<file path="config.mk">
export PLATFORM = sky130hd
export DESIGN_NAME = debug_ctrl
export DESIGN_NICKNAME = d
export VERILOG_FILES = /design/src/rtl/debug_ctrl.sv
export SDC_FILE = /design/constraint.sdc
export NUM_CORES = 1
export LEC_CHECK = 0
export BUFFER_PORTS_ARGS = -buffer_cell sky130_fd_sc_hd__buf_2
export CORE_ASPECT_RATIO = 0.7
export CORE_MARGIN = 2
export CORE_UTILIZATION = 51
export CTS_BUF_LIST = sky130_fd_sc_hd__clkbuf_2 sky130_fd_sc_hd__clkbuf_4 sky130_fd_sc_hd__clkbuf_8
export CTS_CLUSTER_DIAMETER = 100
export DETAILED_ROUTE_END_ITERATION = 10
export GPL_ROUTABILITY_DRIVEN = 0
export PLACE_DENSITY = 0.79
export SYNTH_ARGS = -nofsm -noshare
export SYNTH_HDL_FRONTEND = slang
export SYNTH_SLANG_ARGS = --single-unit
export TNS_END_PERCENT = 30
</file>
<file path="constraint.sdc">
create_clock -name i_clock -period 2.1 [get_ports i_clock]
set_clock_uncertainty 0.15 [all_clocks]
set_input_delay 0.105 -clock i_clock [delete_from_list [all_inputs] [get_ports i_clock]]
set_output_delay 0.105 -clock i_clock [all_outputs]
set_load 0.02 [all_outputs]
</file>
<file path="src/rtl/debug_ctrl.sv">
// Byte-command debug controller: program load, breakpoint, run/step/halt, and a little-endian PC/register/memory dump.
// Commands take effect on the edge after i_rx_valid; each dump byte waits for i_tx_done before the next o_tx_start.
module debug_ctrl #(
    parameter int DATA_WIDTH = 32,
    parameter int NUM_REGS   = 32,
    parameter int NUM_MEM    = 16
) (
    input  logic                        i_clock,
    input  logic                        i_reset,
    input  logic                        i_rx_valid,
    input  logic [7:0]                  i_rx_byte,
    input  logic                        i_tx_done,
    output logic                        o_tx_start,
    output logic [7:0]                  o_tx_byte,
    input  logic                        i_finish,
    input  logic [DATA_WIDTH-1:0]       i_pc,
    input  logic [DATA_WIDTH-1:0]       i_reg,
    input  logic [DATA_WIDTH-1:0]       i_mem,
    output logic [$clog2(NUM_REGS)-1:0] o_reg_sel,
    output logic [$clog2(NUM_MEM)-1:0]  o_mem_sel,
    output logic [DATA_WIDTH-1:0]       o_instruccion,
    output logic [DATA_WIDTH-1:0]       o_address,
    output logic                        o_loading,
    output logic                        o_start,
    output logic                        o_step,
    output logic                        o_reg_send,
    output logic                        o_mem_send
);

    localparam int NB  = DATA_WIDTH / 8;
    localparam int CW  = (NB > 1) ? $clog2(NB) : 1;
    localparam int RSW = $clog2(NUM_REGS);
    localparam int MSW = $clog2(NUM_MEM);

    typedef enum logic [2:0] {IDLE, LOAD, BKPT, RUN, DUMP} state_t;
    typedef enum logic [1:0] {PH_PC, PH_REG, PH_MEM} phase_t;

    state_t                state, state_nxt;
    phase_t                phase;
    logic                  ds_wait;
    logic [CW-1:0]         rx_cnt, tx_cnt;
    logic [DATA_WIDTH-1:0] col, load_addr, bkpt, shreg;
    logic                  bkpt_en;

    logic [DATA_WIDTH-1:0] assembled, src;
    logic                  rx_last, word_last, dump_last, bkpt_hit;

    always_comb begin
        assembled = (col >> 8) | (DATA_WIDTH'(i_rx_byte) << (DATA_WIDTH - 8));
        rx_last   = i_rx_valid && (rx_cnt == CW'(NB - 1));
        bkpt_hit  = bkpt_en && (i_pc == bkpt);
        word_last = ds_wait && i_tx_done && (tx_cnt == CW'(NB - 1));
        dump_last = word_last && (phase == PH_MEM) && (o_mem_sel == MSW'(NUM_MEM - 1));
        src       = (phase == PH_PC) ? i_pc : (phase == PH_REG) ? i_reg : i_mem;
    end

    always_ff @(posedge i_clock or negedge i_reset) begin
        if (!i_reset) state <= IDLE;
        else          state <= state_nxt;
    end

    always_comb begin
        state_nxt  = state;
        o_start    = 1'b0;
        o_reg_send = 1'b0;
        o_mem_send = 1'b0;
        unique case (state)
            IDLE: begin
                if (i_rx_valid) begin
                    case (i_rx_byte)
                        8'h4C:   state_nxt = LOAD;
                        8'h42:   state_nxt = BKPT;
                        8'h52:   state_nxt = i_finish ? DUMP : RUN;
                        8'h53:   state_nxt = DUMP;
                        default: state_nxt = IDLE;
                    endcase
                end
            end
            LOAD, BKPT: begin
                if (rx_last) state_nxt = IDLE;
            end
            RUN: begin
                o_start = 1'b1;
                if (i_finish || bkpt_hit || (i_rx_valid && i_rx_byte == 8'h48))
                    state_nxt = DUMP;
            end
            DUMP: begin
                o_reg_send = (phase == PH_REG);
                o_mem_send = (phase == PH_MEM);
                if (dump_last) state_nxt = IDLE;
            end
            default: state_nxt = IDLE;
        endcase
    end

    always_ff @(posedge i_clock or negedge i_reset) begin
        if (!i_reset) begin
            phase         <= PH_PC;
            ds_wait       <= 1'b0;
            rx_cnt        <= '0;
            tx_cnt        <= '0;
            col           <= '0;
            load_addr     <= '0;
            bkpt          <= '0;
            bkpt_en       <= 1'b0;
            shreg         <= '0;
            o_reg_sel     <= '0;
            o_mem_sel     <= '0;
            o_tx_start    <= 1'b0;
            o_tx_byte     <= '0;
            o_instruccion <= '0;
            o_address     <= '0;
            o_loading     <= 1'b0;
            o_step        <= 1'b0;
        end else begin
            o_loading     <= 1'b0;
            o_instruccion <= '0;
            o_address     <= '0;
            o_step        <= 1'b0;
            o_tx_start    <= 1'b0;

            if (state == IDLE && i_rx_valid) begin
                case (i_rx_byte)
                    8'h5A:   load_addr <= '0;
                    8'h43:   bkpt_en   <= 1'b0;
                    8'h53:   o_step    <= !i_finish;
                    default: ;
                endcase
            end

            if ((state == LOAD || state == BKPT) && i_rx_valid) begin
                col    <= assembled;
                rx_cnt <= rx_last ? '0 : rx_cnt + CW'(1);
                if (rx_last && state == LOAD) begin
                    o_loading     <= 1'b1;
                    o_instruccion <= assembled;
                    o_address     <= load_addr;
                    load_addr     <= load_addr + DATA_WIDTH'(NB);
                end
                if (rx_last && state == BKPT) begin
                    bkpt    <= assembled;
                    bkpt_en <= 1'b1;
                end
            end

            // Dump bookkeeping idles at PC/index 0 so every dump starts clean.
            if (state != DUMP) begin
                phase     <= PH_PC;
                ds_wait   <= 1'b0;
                tx_cnt    <= '0;
                o_reg_sel <= '0;
                o_mem_sel <= '0;
                o_tx_byte <= '0;
            end else if (!ds_wait) begin
                shreg      <= src >> 8;
                o_tx_byte  <= src[7:0];
                o_tx_start <= 1'b1;
                ds_wait    <= 1'b1;
                tx_cnt     <= '0;
            end else if (i_tx_done) begin
                if (!word_last) begin
                    o_tx_byte  <= shreg[7:0];
                    shreg      <= shreg >> 8;
                    o_tx_start <= 1'b1;
                    tx_cnt     <= tx_cnt + CW'(1);
                end else begin
                    ds_wait <= 1'b0;
                    tx_cnt  <= '0;
                    case (phase)
                        PH_PC:  phase <= PH_REG;
                        PH_REG: begin
                            if (o_reg_sel == RSW'(NUM_REGS - 1)) phase <= PH_MEM;
                            else                                 o_reg_sel <= o_reg_sel + RSW'(1);
                        end
                        PH_MEM: begin
                            if (o_mem_sel != MSW'(NUM_MEM - 1)) o_mem_sel <= o_mem_sel + MSW'(1);
                        end
                        default: phase <= PH_PC;
                    endcase
                end
            end
        end
    end

endmodule
</file>
==> flow_metrics.env <==
export IMPL_wl_per_cell_um=18.96
export IMPL_clock_fmax_mhz=454.3
export IMPL_finalCriticalPeriod_ps=2201
export IMPL_cp_end_kind="register"
export IMPL_start_kind="register"
export IMPL_fin_area_um2=12220
export IMPL_finalWorstSetupSlack_ps=-101.0
export IMPL_die_area_um2=19260
export IMPL_drc=0
export IMPL_fp_row_count=41
export IMPL_synthFlopType="dfrtp_1"
export IMPL_max_stage_delay_ps=390
export IMPL_synthSimpleGateAreaFrac_pct=16.79
export IMPL_clk_pin_slew_worst_paths_ps=70
export IMPL_die_y_um=116.7
export IMPL_grtUsageTotal_pct=27.46
export IMPL_routed_via_density=5.464
export IMPL_clkSinkCount=207
export IMPL_antenna_found_initial=2
export IMPL_synth_cell_type_count=52
export IMPL_synth_avg_cell_area_um2=11.04
export IMPL_power_per_cell_area_nw_per_um2=811.0
export IMPL_ys_ff_latch=207
export IMPL_clockRootBuffer="clkbuf_8"
export IMPL_path_cells="xor2_1, nor4_1, buf_4, nand3_2, a221o_1, a21oi_2, mux2_2"
export IMPL_routed_wl_mm=26.34
export IMPL_dp_hpwl_mm=17.82
export IMPL_post_dp_cell_area_um2=10700
export IMPL_fin_tns_setup_ps=-240.5
export IMPL_crit_type="reg -> reg"
export IMPL_vias=7589
export IMPL_drv_slew=0
export IMPL_numPortBuffers=195
export IMPL_final_common_cell="dfrtp_1"
export IMPL_leakagePower_nw=6.598
export IMPL_gr_total_overflow=0
export IMPL_yosysSeqAreaShare_pct=55.98
export IMPL_synthesis_nets=953
export IMPL_synth_cells=838
export IMPL_finalNetCount=1246
export IMPL_numCtsBuffers=30
export IMPL_synth_compound_area_share_pct=7.044
export IMPL_cp_required_ps=2390
export IMPL_synth_xor_area_share_pct=4.922
export IMPL_most_common_layout_cells="205 x dfrtp_1, 194 x buf_2, 76 x nor2_1, 74 x and3_1, 72 x dlygate4sd3_1"
export IMPL_synth_mux_area_share_pct=11.95
export IMPL_timing_max_cap_violations=0
export IMPL_synth_edf_count=0
export IMPL_start_util_pct=51.69
export IMPL_synthArstFlopShare_pct=100.0
export IMPL_synth_adder_area_share_pct=0.8112
export IMPL_worst_path_max_fanout=2
export IMPL_grt_pass1_vias=7360
export IMPL_ant_nets=0
export IMPL_cts_htree_levels=1
export IMPL_holdCritPathClass="in -> reg"
export IMPL_synth_warnings=0
export IMPL_status="complete, but fails checks"
export IMPL_cp_arrival_ps=2500
export IMPL_die_w_um=165
export IMPL_violations="negative hold slack, negative setup slack"
export IMPL_tightest_slew_ps=531.8
export IMPL_cts_tree="done"
export IMPL_holdWs_ps=-0.04130
export IMPL_finalSetupViolCount=4
export IMPL_max_slew_margin_rel_pct=64.55
export IMPL_synth_top_family_by_area="simple AND/OR/NAND/NOR gates"
export IMPL_area_growth_pct=32.06
export IMPL_clock_latency_ps=560
export IMPL_peakVddDrop_v=0.0005768
export IMPL_cp_slowest_cell="dfrtp_1"
export IMPL_reg2reg_slack_ps=-100
export IMPL_hold_violations=1
export IMPL_finalCritPeriodShare_pct=104.8
export IMPL_coreArea_um2=17900
export IMPL_design_portCount=196
export IMPL_rsz0062_at_grt="yes"
export IMPL_grt_max_degree=61
export IMPL_cts_buffer_depth=3
export IMPL_firstDrtPassIters=5
export IMPL_first_iter_violations=659
export IMPL_syn_area_um2=9254
export IMPL_drive_gt1_share_pct=33.01
export IMPL_grt_pass1_wl_mm=40.19
export IMPL_fillers=1291
-- critical path: cells and delay by family (launching register included) --
kind	cells	cell delay (ps)
and+or+nand+nor	2	380
buffers and inverters	1	180
muxes	1	350
AOI/OAI and AO/OA	2	470
DFF	1	390
xor gates and xnor gates	1	150
-- stage by stage --
stage	instances	total power [mW]	setup WS, ps	hold WS (ps)	utilization [%]
floorplan	838	5.613	47.77	-340.6	-
global placement	1258	6.264	-75.31	-22.97	59.79
detailed placement	1258	6.311	-154.3	-27.01	59.79
CTS	1385	9.849	-64.78	1.024	67.64
global route	1389	10.37	-160.6	29.89	68.26
finish	1389	9.910	-101.0	-0.04130	68.26
-- per-layer routing --
| layer | wire, µm | global-route usage, % |
|---|---|---|
| met2 | 12180 | 43.33 |
| met3 | 1936 | 5.788 |
| met4 | 922 | 10.26 |
| met5 | 0 | 0 |
| met1 | 11300 | 37.91 |
-- area by class of cell --
type / count / area (µm²) / area share, %
clock inverter: 4 / 45.04 / 0.3686
timing repair buffer: 311 / 2148 / 17.58
sequential: 207 / 5182 / 42.41
antenna: 2 / 5.005 / 0.04095
inverter: 5 / 18.77 / 0.1536
clock buffer: 48 / 591.8 / 4.843
multi-input combinational: 576 / 3934 / 32.19
tap: 236 / 295.3 / 2.416
-- logic make-up after synthesis --
kind of cell             after synthesis
adder cells (fa/ha/maj)                6
XOR/XNOR                              52
flip-flops                           207
AND/OR/NAND/NOR                      298
buffers and inverters                 55
multiplexers                         103
AO/OA/AOI/OAI                        117
-- Yosys cell counts, types with 2 or more instances --
library cell  count  share of area (%)
nand2_1          69                2.8
a21oi_1          60                3.2
dfrtp_1         207                 56
nor3_1           10               0.54
clkinv_1          2              0.081
or3_1             5               0.34
ha_1              6               0.81
and2_1            3               0.20
a22o_1            8               0.76
o31ai_1           2               0.16
and4_1            6               0.57
nor4_1            8               0.54
xnor2_1          27                2.6
nand2b_1          5               0.34
a311oi_1          2               0.19
nand3_1          12               0.65
nand4_1           9               0.61
and3_1           74                5.0
clkbuf_1         38                1.5
inv_1             3               0.12
mux2_2           59                7.2
buf_1             2              0.081
a31oi_1           2               0.14
xor2_1           25                2.4
buf_6             2               0.24
o21ai_0          37                2.0
nor2_1           78                3.2
nand3b_1          2               0.16
mux2i_1          43                4.7
and2b_1           3               0.24
buf_2             7               0.38
nand4b_1          2               0.19
-- power by group --
group	total [mW]	leakage, nW	switching [mW]	internal, mW
Clock	3.40	0.343	1.51	1.89
Sequential	4.43	2.85	0.179	4.25
Combinational	2.09	3.40	1.18	0.910
Total	9.91	6.60	2.86	7.05
-- path summary, 6_finish.rpt --
kind                           start           endpoint  depth (start not counted)
max                         bkpt[10]           state[1]                          7
min                        i_reg[18]          shreg[10]                          7
max reg2reg                 bkpt[10]           state[1]                          7
min reg2reg                 shreg[3]           shreg[3]                          2
max in group asynchronous    i_reset      o_address[12]                          4
min in group asynchronous    i_reset  o_instruccion[15]                          3
-- timing repair --
item                                    CTS  global route
endpoints found under the setup margin    7            62
hold buffers                             72             0
pin swaps                                 3             4
cloned                                    0             1
hold endpoints to repair                275             0
buffers inserted                          3             1
resized for setup                         7            17
-- flip-flops by register name, indices dropped and copies added, names as in the netlist, 2 cells and up --
signal         flops
o_mem_sel          4
o_instruccion     32
load_addr         32
tx_cnt             2
o_tx_byte          8
rx_cnt             2
o_address         32
bkpt              32
shreg             24
o_reg_sel          5
state              3
col               24
phase              2
No activity file was read; power rests on OpenSTA's default activity.
